**config.mk**
```make
export PLATFORM = sky130hd
export DESIGN_NAME = heepsilon_pwr_seq_flat
export DESIGN_NICKNAME = d
export VERILOG_FILES = /design/src/rtl/heepsilon_pwr_seq_if.sv /design/src/rtl/heepsilon_pwr_seq.sv /design/src/flat_wrapper.sv
export SDC_FILE = /design/constraint.sdc
export NUM_CORES = 1
export LEC_CHECK = 0
export BUFFER_PORTS_ARGS = -buffer_cell sky130_fd_sc_hd__buf_2
export CAP_MARGIN = 40
export CORE_AREA = 8 8 66 68
export DETAILED_ROUTE_END_ITERATION = 12
export DIE_AREA = 0 0 74 76
export PLACE_DENSITY_LB_ADDON = 0.08
export SETUP_SLACK_MARGIN = 0.15
export SYNTH_ARGS = -nofsm -noshare
export SYNTH_HDL_FRONTEND = slang
export SYNTH_SLANG_ARGS = --single-unit
export TNS_END_PERCENT = 50
```
**constraint.sdc**
```tcl
create_clock -name clk_i -period 2.4 [get_ports clk_i]
set_input_delay 0.24 -clock clk_i [delete_from_list [all_inputs] [get_ports clk_i]]
set_output_delay 0.24 -clock clk_i [all_outputs]
set_load 0.1 [all_outputs]
```
**src/rtl/heepsilon_pwr_seq_if.sv**
```systemverilog
// Request/status bundle between the software register bank, the power switches and the
// multi-channel power sequencer.
interface heepsilon_pwr_seq_if #(
  parameter int unsigned N_CH = 2
);
  logic [N_CH-1:0] on_req_i;
  logic [N_CH-1:0] off_req_i;
  logic [N_CH-1:0] sw_ack_i;
  logic [N_CH-1:0] err_clr_i;
  logic [N_CH-1:0] clk_en_o;
  logic [N_CH-1:0] iso_o;
  logic [N_CH-1:0] subsys_rst_o;
  logic [N_CH-1:0] sw_on_o;
  logic [N_CH-1:0] on_o;
  logic [N_CH-1:0] busy_o;
  logic [N_CH-1:0] done_o;
  logic [N_CH-1:0] err_o;
  logic            irq_o;

  modport master (
    output on_req_i, off_req_i, sw_ack_i, err_clr_i,
    input  clk_en_o, iso_o, subsys_rst_o, sw_on_o, on_o, busy_o, done_o, err_o, irq_o
  );

  modport slave (
    input  on_req_i, off_req_i, sw_ack_i, err_clr_i,
    output clk_en_o, iso_o, subsys_rst_o, sw_on_o, on_o, busy_o, done_o, err_o, irq_o
  );
endinterface

```
**src/rtl/heepsilon_pwr_seq.sv**
```systemverilog
// Per-channel clock/isolation/reset/power-switch sequencer for external subsystems.
// Optional power-switch ack timeout: define HEEPSILON_PWR_ACK_TIMEOUT_EN.
module heepsilon_pwr_seq #(
  parameter int unsigned N_CH        = 2,
  parameter int unsigned DLY         = 4,
  parameter int unsigned ACK_TIMEOUT = 256,
  parameter bit          INIT_ON     = 1'b1
) (
  input logic                clk_i,
  input logic                rst_i,
  heepsilon_pwr_seq_if.slave bus
);
  localparam int unsigned CW = $clog2(DLY + 1);
`ifdef HEEPSILON_PWR_ACK_TIMEOUT_EN
  localparam int unsigned TW = $clog2(ACK_TIMEOUT + 1);
`endif

  // Power control word: {clk_en, iso, subsys_rst, sw_on}
  localparam logic [3:0] PWR_ON  = 4'b1001;
  localparam logic [3:0] PWR_OFF = 4'b0110;

  typedef enum logic [3:0] {
    S_ON, S_CLK_OFF, S_ISO, S_RST, S_SW_OFF,
    S_OFF, S_SW_ON, S_CLK_ON, S_RST_REL, S_ISO_REL
  } state_e;

  logic [N_CH-1:0] done_d_v;
  logic [N_CH-1:0] err_d_v;
  logic [N_CH-1:0] err_q_v;
  logic            irq_q;

  for (genvar g = 0; g < N_CH; g++) begin : g_ch
    state_e        state_q, state_d;
    logic [CW-1:0] cnt_q, cnt_d;
    logic          pend_q, pend_d;
    logic [3:0]    pwr_q, pwr_d;
    logic          on_q, on_d;
    logic          busy_q, busy_d;
    logic          done_q, done_d;
    logic          err_q, err_d;
    logic          on_r, off_r, ack, tmo, stable, tgt_off;

    assign on_r    = bus.on_req_i[g];
    assign off_r   = bus.off_req_i[g];
    assign ack     = bus.sw_ack_i[g];
    assign stable  = (state_q == S_ON) || (state_q == S_OFF);
    assign tgt_off = (state_q == S_CLK_OFF) || (state_q == S_ISO) ||
                     (state_q == S_RST) || (state_q == S_SW_OFF);

`ifdef HEEPSILON_PWR_ACK_TIMEOUT_EN
    logic [TW-1:0] tcnt_q, tcnt_d;
    // Give up on the switch after ACK_TIMEOUT cycles in a wait state
    assign tmo = (tcnt_q == TW'(ACK_TIMEOUT - 1)) &&
                 (((state_q == S_SW_OFF) && ack) || ((state_q == S_SW_ON) && !ack));
`else
    assign tmo = 1'b0;
`endif

    always_ff @(posedge clk_i) begin
      if (rst_i) begin
        if (INIT_ON) begin
          state_q <= S_ON;
          pwr_q   <= PWR_ON;
        end else begin
          state_q <= S_OFF;
          pwr_q   <= PWR_OFF;
        end
        cnt_q  <= '0;
        pend_q <= 1'b0;
        on_q   <= INIT_ON;
        busy_q <= 1'b0;
        done_q <= 1'b0;
        err_q  <= 1'b0;
`ifdef HEEPSILON_PWR_ACK_TIMEOUT_EN
        tcnt_q <= '0;
`endif
      end else begin
        state_q <= state_d;
        cnt_q   <= cnt_d;
        pend_q  <= pend_d;
        pwr_q   <= pwr_d;
        on_q    <= on_d;
        busy_q  <= busy_d;
        done_q  <= done_d;
        err_q   <= err_d;
`ifdef HEEPSILON_PWR_ACK_TIMEOUT_EN
        tcnt_q  <= tcnt_d;
`endif
      end
    end

    always_comb begin
      state_d = state_q;
      cnt_d   = (cnt_q != '0) ? cnt_q - CW'(1) : cnt_q;
      pend_d  = pend_q;
      pwr_d   = pwr_q;
      err_d   = err_q;

      case (state_q)
        S_ON:      if (off_r || pend_q) state_d = S_CLK_OFF;
        S_CLK_OFF: if (cnt_q == '0) state_d = S_ISO;
        S_ISO:     if (cnt_q == '0) state_d = S_RST;
        S_RST:     if (cnt_q == '0) state_d = S_SW_OFF;
        S_SW_OFF:  if (!ack || tmo) state_d = S_OFF;
        S_OFF:     if (on_r || pend_q) state_d = S_SW_ON;
        S_SW_ON:   if (ack || tmo) state_d = S_CLK_ON;
        S_CLK_ON:  if (cnt_q == '0) state_d = S_RST_REL;
        S_RST_REL: if (cnt_q == '0) state_d = S_ISO_REL;
        S_ISO_REL: state_d = S_ON;
        default:   state_d = S_OFF;
      endcase

      // One-deep reversal request, consumed when the stable state is left
      if (stable) pend_d = 1'b0;
      else if (tgt_off ? on_r : off_r) pend_d = 1'b1;
      else if (tgt_off ? off_r : on_r) pend_d = 1'b0;

      if (state_d != state_q) cnt_d = CW'(DLY - 1);

      case (state_d)
        S_ON, S_ISO_REL: pwr_d = PWR_ON;
        S_CLK_OFF:       pwr_d = 4'b0001;
        S_ISO:           pwr_d = 4'b0101;
        S_RST:           pwr_d = 4'b0111;
        S_SW_OFF, S_OFF: pwr_d = PWR_OFF;
        S_SW_ON:         pwr_d = 4'b0111;
        S_CLK_ON:        pwr_d = 4'b1111;
        S_RST_REL:       pwr_d = 4'b1101;
        default:         pwr_d = pwr_q;
      endcase

      on_d   = (state_d == S_ON);
      busy_d = (state_d != S_ON) && (state_d != S_OFF);
      done_d = (state_d != state_q) && !busy_d;

`ifdef HEEPSILON_PWR_ACK_TIMEOUT_EN
      if (state_d != state_q) tcnt_d = '0;
      else if (tcnt_q != TW'(ACK_TIMEOUT)) tcnt_d = tcnt_q + TW'(1);
      else tcnt_d = tcnt_q;
      if (bus.err_clr_i[g]) err_d = 1'b0;
      if (tmo) err_d = 1'b1;
`endif
    end

    assign bus.clk_en_o[g]     = pwr_q[3];
    assign bus.iso_o[g]        = pwr_q[2];
    assign bus.subsys_rst_o[g] = pwr_q[1];
    assign bus.sw_on_o[g]      = pwr_q[0];
    assign bus.on_o[g]         = on_q;
    assign bus.busy_o[g]       = busy_q;
    assign bus.done_o[g]       = done_q;
    assign bus.err_o[g]        = err_q;
    assign done_d_v[g]         = done_d;
    assign err_d_v[g]          = err_d;
    assign err_q_v[g]          = err_q;
  end

`ifndef HEEPSILON_PWR_ACK_TIMEOUT_EN
  logic unused_cfg;
  assign unused_cfg = ^{bus.err_clr_i, 32'(ACK_TIMEOUT)};
`endif

  // Interrupt aligned with done_o and with the cycle err_o rises
  always_ff @(posedge clk_i) begin
    if (rst_i) irq_q <= 1'b0;
    else       irq_q <= (|done_d_v) | (|(err_d_v & ~err_q_v));
  end

  assign bus.irq_o = irq_q;
endmodule
```
**src/flat_wrapper.sv**
```systemverilog
// flat-port wrapper written by rule: the top's interface ports become plain ports
module heepsilon_pwr_seq_flat 
#(
  parameter int unsigned N_CH        = 2,
  parameter int unsigned DLY         = 4,
  parameter int unsigned ACK_TIMEOUT = 256,
  parameter bit          INIT_ON     = 1'b1
)
  (clk_i, rst_i, bus_on_req_i, bus_off_req_i, bus_sw_ack_i, bus_err_clr_i, bus_clk_en_o, bus_iso_o, bus_subsys_rst_o, bus_sw_on_o, bus_on_o, bus_busy_o, bus_done_o, bus_err_o, bus_irq_o);
  heepsilon_pwr_seq_if #(.N_CH(N_CH)) bus_i ();
  input logic clk_i;
  input logic rst_i;
  input wire logic [$bits(bus_i.on_req_i)-1:0] bus_on_req_i;
  input wire logic [$bits(bus_i.off_req_i)-1:0] bus_off_req_i;
  input wire logic [$bits(bus_i.sw_ack_i)-1:0] bus_sw_ack_i;
  input wire logic [$bits(bus_i.err_clr_i)-1:0] bus_err_clr_i;
  output wire logic [$bits(bus_i.clk_en_o)-1:0] bus_clk_en_o;
  output wire logic [$bits(bus_i.iso_o)-1:0] bus_iso_o;
  output wire logic [$bits(bus_i.subsys_rst_o)-1:0] bus_subsys_rst_o;
  output wire logic [$bits(bus_i.sw_on_o)-1:0] bus_sw_on_o;
  output wire logic [$bits(bus_i.on_o)-1:0] bus_on_o;
  output wire logic [$bits(bus_i.busy_o)-1:0] bus_busy_o;
  output wire logic [$bits(bus_i.done_o)-1:0] bus_done_o;
  output wire logic [$bits(bus_i.err_o)-1:0] bus_err_o;
  output wire logic [$bits(bus_i.irq_o)-1:0] bus_irq_o;
  assign bus_i.on_req_i = bus_on_req_i;
  assign bus_i.off_req_i = bus_off_req_i;
  assign bus_i.sw_ack_i = bus_sw_ack_i;
  assign bus_i.err_clr_i = bus_err_clr_i;
  assign bus_clk_en_o = bus_i.clk_en_o;
  assign bus_iso_o = bus_i.iso_o;
  assign bus_subsys_rst_o = bus_i.subsys_rst_o;
  assign bus_sw_on_o = bus_i.sw_on_o;
  assign bus_on_o = bus_i.on_o;
  assign bus_busy_o = bus_i.busy_o;
  assign bus_done_o = bus_i.done_o;
  assign bus_err_o = bus_i.err_o;
  assign bus_irq_o = bus_i.irq_o;
  heepsilon_pwr_seq #(.N_CH(N_CH), .DLY(DLY), .ACK_TIMEOUT(ACK_TIMEOUT), .INIT_ON(INIT_ON)) u_core (.clk_i(clk_i), .rst_i(rst_i), .bus(bus_i));
endmodule
```
* After elaboration in Yosys (flattened, before gate mapping)
Cells that the tools add are included.
Storage, ports and cells: register bits after elaboration 31, latch bits 0, RAM bits 0, bits in read-only memories 0, input bits 10, output and inout bits 17, word-level logic and storage cells 138, memories kept 0
Operators by class: add/subtract/negate cells 2, $mul 0, divide/modulo/power cells 0, $lt $le $gt $ge 0, equal/unequal tests 40, shifts and indexed selects 0, mux-type cells 34, bitwise operators 0, reduce and logical (&&, ||, !) cells 45
Operators with widths (count):
- $pmux W4 S10 | 2
- $mux W4 | 18
- $eq A4 B3 Y1 const B | 16
- $pmux W4 S7 | 2
- $eq A4 B2 Y1 const B | 8
- $eq A4 B4 Y1 const B | 8
- $reduce_or A2 Y1 | 11
- $eq A4 B1 Y1 const B | 4
- $logic_not A4 Y1 | 4
- $reduce_bool A7 Y1 | 2
- $logic_or A1 B1 Y1 | 12
- $mux W1 | 8
- $mux W2 | 4
- $ne A4 B3 Y1 const B | 2
- $ne A4 B4 Y1 | 2
- $reduce_bool A2 Y1 | 4
- $reduce_bool A4 Y1 | 2
- $logic_not A3 Y1 | 2
- $reduce_bool A3 Y1 | 2
- $sub A3 B1 Y3 const B | 2
- $logic_and A1 B1 Y1 | 4
- $logic_not A1 Y1 | 2

* Depth between registers and ports, before layout
word-level depth 8, gate-level depth with buffers 8

* Worst setup path after synthesis
OpenSTA, ideal clock, no wires.
path type register -> register, start point register u_core.g_ch[1].cnt_q[0], end point register u_core.g_ch[1].busy_q, arrival time 1.802 ns, setup slack 0.483 ns, stages on the path, launching flop included 9, clock period less this slack 1.917 ns, path through dfxtp_1 inv_1 ha_1 nand2b_4 or4_1 o41ai_2 nor3_4 mux2_4 o21a_1
On the way: longest elaborated chain between the ends 5
RTL lines:
- from (decl) | line heepsilon_pwr_seq.sv:34 | logic [CW-1:0] cnt_q, cnt_d;
- from (signal assigned) | line heepsilon_pwr_seq.sv:79 | cnt_q <= cnt_d;
- $logic_not A3 Y1 (*)
- $mux W4 (on tied branches)
- $pmux W4 S10 (*) | line heepsilon_pwr_seq.sv:99 | case (state_q)
- $ne A4 B3 Y1 or $reduce_bool A4 Y1 (tied branches) | line heepsilon_pwr_seq.sv:133 | busy_d = (state_d != S_ON) && (state_d != S_OFF);
- $logic_and A1 B1 Y1 (*) | line heepsilon_pwr_seq.sv:133
- to (signal assigned) | line heepsilon_pwr_seq.sv:83 | busy_q <= busy_d;
- to (decl) | line heepsilon_pwr_seq.sv:38 | logic busy_q, busy_d;
Every way passes the cells marked *; elsewhere a longest branch is shown, timed or not. A chain may end at the register's enable or synchronous reset.

* Worst setup path after layout
start point register u_core.g_ch[1].state_q[2], end point register u_core.irq_q, in the netlist u_core.bus.irq_o
On the way: longest elaborated chain between the ends 7
RTL lines:
- from (decl) | line heepsilon_pwr_seq.sv:33 | state_e state_q, state_d;
- from (signal assigned) | line heepsilon_pwr_seq.sv:78 | state_q <= state_d;
- $eq A4 B4 Y1 (tied with other cells) | line heepsilon_pwr_seq.sv:99
- $pmux W4 S10 | line heepsilon_pwr_seq.sv:99
- $ne A4 B3 Y1 or $reduce_bool A4 Y1 (tied branches) | line heepsilon_pwr_seq.sv:133
- $logic_and A1 B1 Y1 | line heepsilon_pwr_seq.sv:133
- $logic_not A1 Y1 | line heepsilon_pwr_seq.sv:134 | done_d = (state_d != state_q) && !busy_d;
- $logic_and A1 B1 Y1 (*) | line heepsilon_pwr_seq.sv:134
- $reduce_or A2 Y1 (*) | line heepsilon_pwr_seq.sv:166 | else irq_q <= (|done_d_v) | (|(err_d_v & ~err_q_v));
- to (signal assigned) | line heepsilon_pwr_seq.sv:166
- to (decl) | line heepsilon_pwr_seq.sv:30 | logic irq_q;
Marks and branches as above.

==> out/metrics.yaml <==
status: "completed"
die_x_um: 74
crit_required_ps: 2640
ys_ff_latch: 31
dpl.cell_count: 256
ys_types: 58
hold_buffers: 0
hold_class: "in2reg"
worstPathArrival_ps: 2280
path_cells: "nor3_2 -> inv_2 -> o311ai_2 -> nor3_4 -> mux2_4 -> o41ai_2"
final_hold_viol_count: 0
r2r_cells: 6
cp_num_buf_inv: 1
power_density_mw_per_mm2: 1560
ys_top_cells_by_count: "31 x dfxtp_1, 20 x nor2_1, 14 x a21oi_1, 11 x inv_1, 10 x nor3_1"
syn_inst: 201
start_util_pct: 50.7
via_count: 1450
antenna_found_initial: 0
path_depth: 6
firstDrtPassIters: 4
viasPerCell: 5.49
fill_cells: 327
wl_um: 3470
crit_path_max_incr_delay_ps: 450
htree_levels: 2
cpMaxStageDelayCell: "dfxtp_1"
syn_avg_cell_area_um2: 8.68
period_minus_slack_ps: 2040
hold_depth: 3
grt_pass1_wl_um: 6040
post-route-drc-count: 0
ys_warn_count: 0
irDropWorstVdd_mv: 0.556
finalMaxSlewViolations: 0
dp_hpwl_um: 2550
end_kind: "flip-flop"
cts_buffers: 5
place_congestion: 0.849
die_h_um: 76
start_kind: "flip-flop"
finalSetupViolCount: 0
rsz0062_at_grt: "no"
fin_crit_sh_pct: 85.1
rows: 22
clkTransAtPathRegs_ps: 90
synth_async_sr_flop_share_pct: 0
leakagePower_nw: 0.826
synth_ff_type: "dfxtp_1"
routedWlPerCell_um: 13.2
drive_above_1_share_pct: 21.8
crit_family: "compound AO/OA/AOI/OAI gates"
diodes: 0
area.growth.synth_to_final_pct: 9.61
instances_no_fill: 264
netlist_top_cells_area: "dfxtp_1 36%, nor2_1 4.3%, a21oi_1 4.0%"
maxCapViolCount: 0
nets: 229
grtUsageTotal_pct: 13.2
drtIter0Drc: 64
grt.overflow.total: 0
hold_slack_ps: 225
die-area_mm2: 0.00562
io_pins: 27
numPortBuffers: 22
clockBufferDepth: 2
path_max_fanout: 13
ant_nets: 0
fmax_mhz: 490
yosysMostFrequentCell: "dfxtp_1"
synth_seq_area_share_pct: 35.6
tns_ps: 0
netlist_area_mm2: 0.00175
tritoncts: "done"
cts-root-buf: "clkbuf_4"
first_global_vias: 1370
crit_type: "reg2reg"
coreArea_mm2: 0.00344
synth-edff-count: 0
yosysTopAreaCell: "dfxtp_1"
synth_top_area_share_pct: 35.6
insertion_delay_ps: 330
grt_max_degree: 25
clock_skew_ps: 4.78
clock_sinks: 31
what timing repair did:
action                                  4_1_cts  5_1_grt
resized for setup                             0        2
buffers inserted                              0        0
endpoints found under the setup margin        0        1
hold endpoints to repair                      0        0
routing by layer:
layer | track usage (%) | vias to the layer above | share of wire, %
li1 | - | 734 | -
met1 | 15.3 | 688 | 46
met2 | 21.0 | 24 | 48
met3 | 4.61 | 4 | 5.2
met4 | 5.80 | 0 | 1.1
met5 | 0 | - | 0
per-stage QoR:
step,cell area [um2],power [mW],setup slack (ps),util [%]
2_1_floorplan,1750,2.35,483,-
3_3_place_gp,1820,2.54,370,53.0
3_5_place_dp,1820,2.58,319,53.0
4_1_cts,1910,3.00,293,55.5
5_1_grt,1910,3.18,172,55.6
6_report,1910,2.99,358,55.6
layout by cell type, fill, tap and decap left out, drive strengths merged, types with 3 or more instances in the layout:
| cell type | netlist | layout |
|---|---|---|
| clkbuf | 6 | 6 |
| o21ai | 9 | 9 |
| ha | 4 | 4 |
| xnor2 | 5 | 5 |
| inv | 12 | 12 |
| nor2b | 3 | 3 |
| mux2i | 3 | 3 |
| nand2b | 5 | 5 |
| nor3 | 13 | 13 |
| xor2 | 5 | 5 |
| nand2 | 9 | 9 |
| a21oi | 14 | 14 |
| o21a | 5 | 5 |
| buf | 12 | 24 |
| nor2 | 20 | 20 |
| dfxtp | 31 | 31 |
power breakdown:
part           switching (mW)  total, mW  internal [mW]  leakage [nW]
Clock                   0.171      0.417          0.246        0.0482
Sequential              0.134      0.815          0.681         0.255
Combinational            1.23       1.75          0.525         0.523
worst register-to-register path, cell delays in order (launching register included):
cell and delay [ps]:
dfxtp_1 450, nor3_2 390, inv_2 60, o311ai_2 400, nor3_4 130, mux2_4 340
o41ai_2 190
path summary, 6_finish.rpt:
kind	startpoint	end	slack, ps
worst min-delay path	bus_off_req_i[1]	u_core.g_ch[1].pend_q	230
worst max register to register	u_core.g_ch[1].state_q[2]	u_core.bus.irq_o	360
worst min register to register	u_core.g_ch[0].pend_q	u_core.g_ch[0].pend_q	550
worst max-delay path	u_core.g_ch[1].state_q[2]	u_core.bus.irq_o	360
cells by family after synthesis:
group                      share of synthesized area [%]
and+or+nand+nor                                     21.7
AOI/OAI and AO/OA                                   22.4
DFF                                                 35.6
buffers and inverters                               8.96
xor gates and xnor gates                            5.02
muxes                                               3.23
adders and majority gates                           2.87
other                                              0.215
registers in the layout, summed over array words and instances (netlist names):
register,count
u_core.g_ch.pwr_q,8
u_core.g_ch.state_q,8
u_core.g_ch.cnt_q,6
u_core.g_ch.busy_q,2
u_core.g_ch.done_q,2
u_core.g_ch.on_q,2
u_core.g_ch.pend_q,2
u_core.bus.irq_o,1
layout make-up:
cell class / count / area [um2] / share of cell area, %
Multi-Input combinational cell: 141 / 975 / 50.9
Sequential cell: 31 / 622 / 32.5
Timing Repair Buffer: 24 / 125 / 6.54
Tap cell: 48 / 60.1 / 3.14
Clock buffer: 6 / 51.3 / 2.68
Inverter: 12 / 45.0 / 2.35
Clock inverter: 2 / 35.0 / 1.83
(Power assumes the default switching activity.)
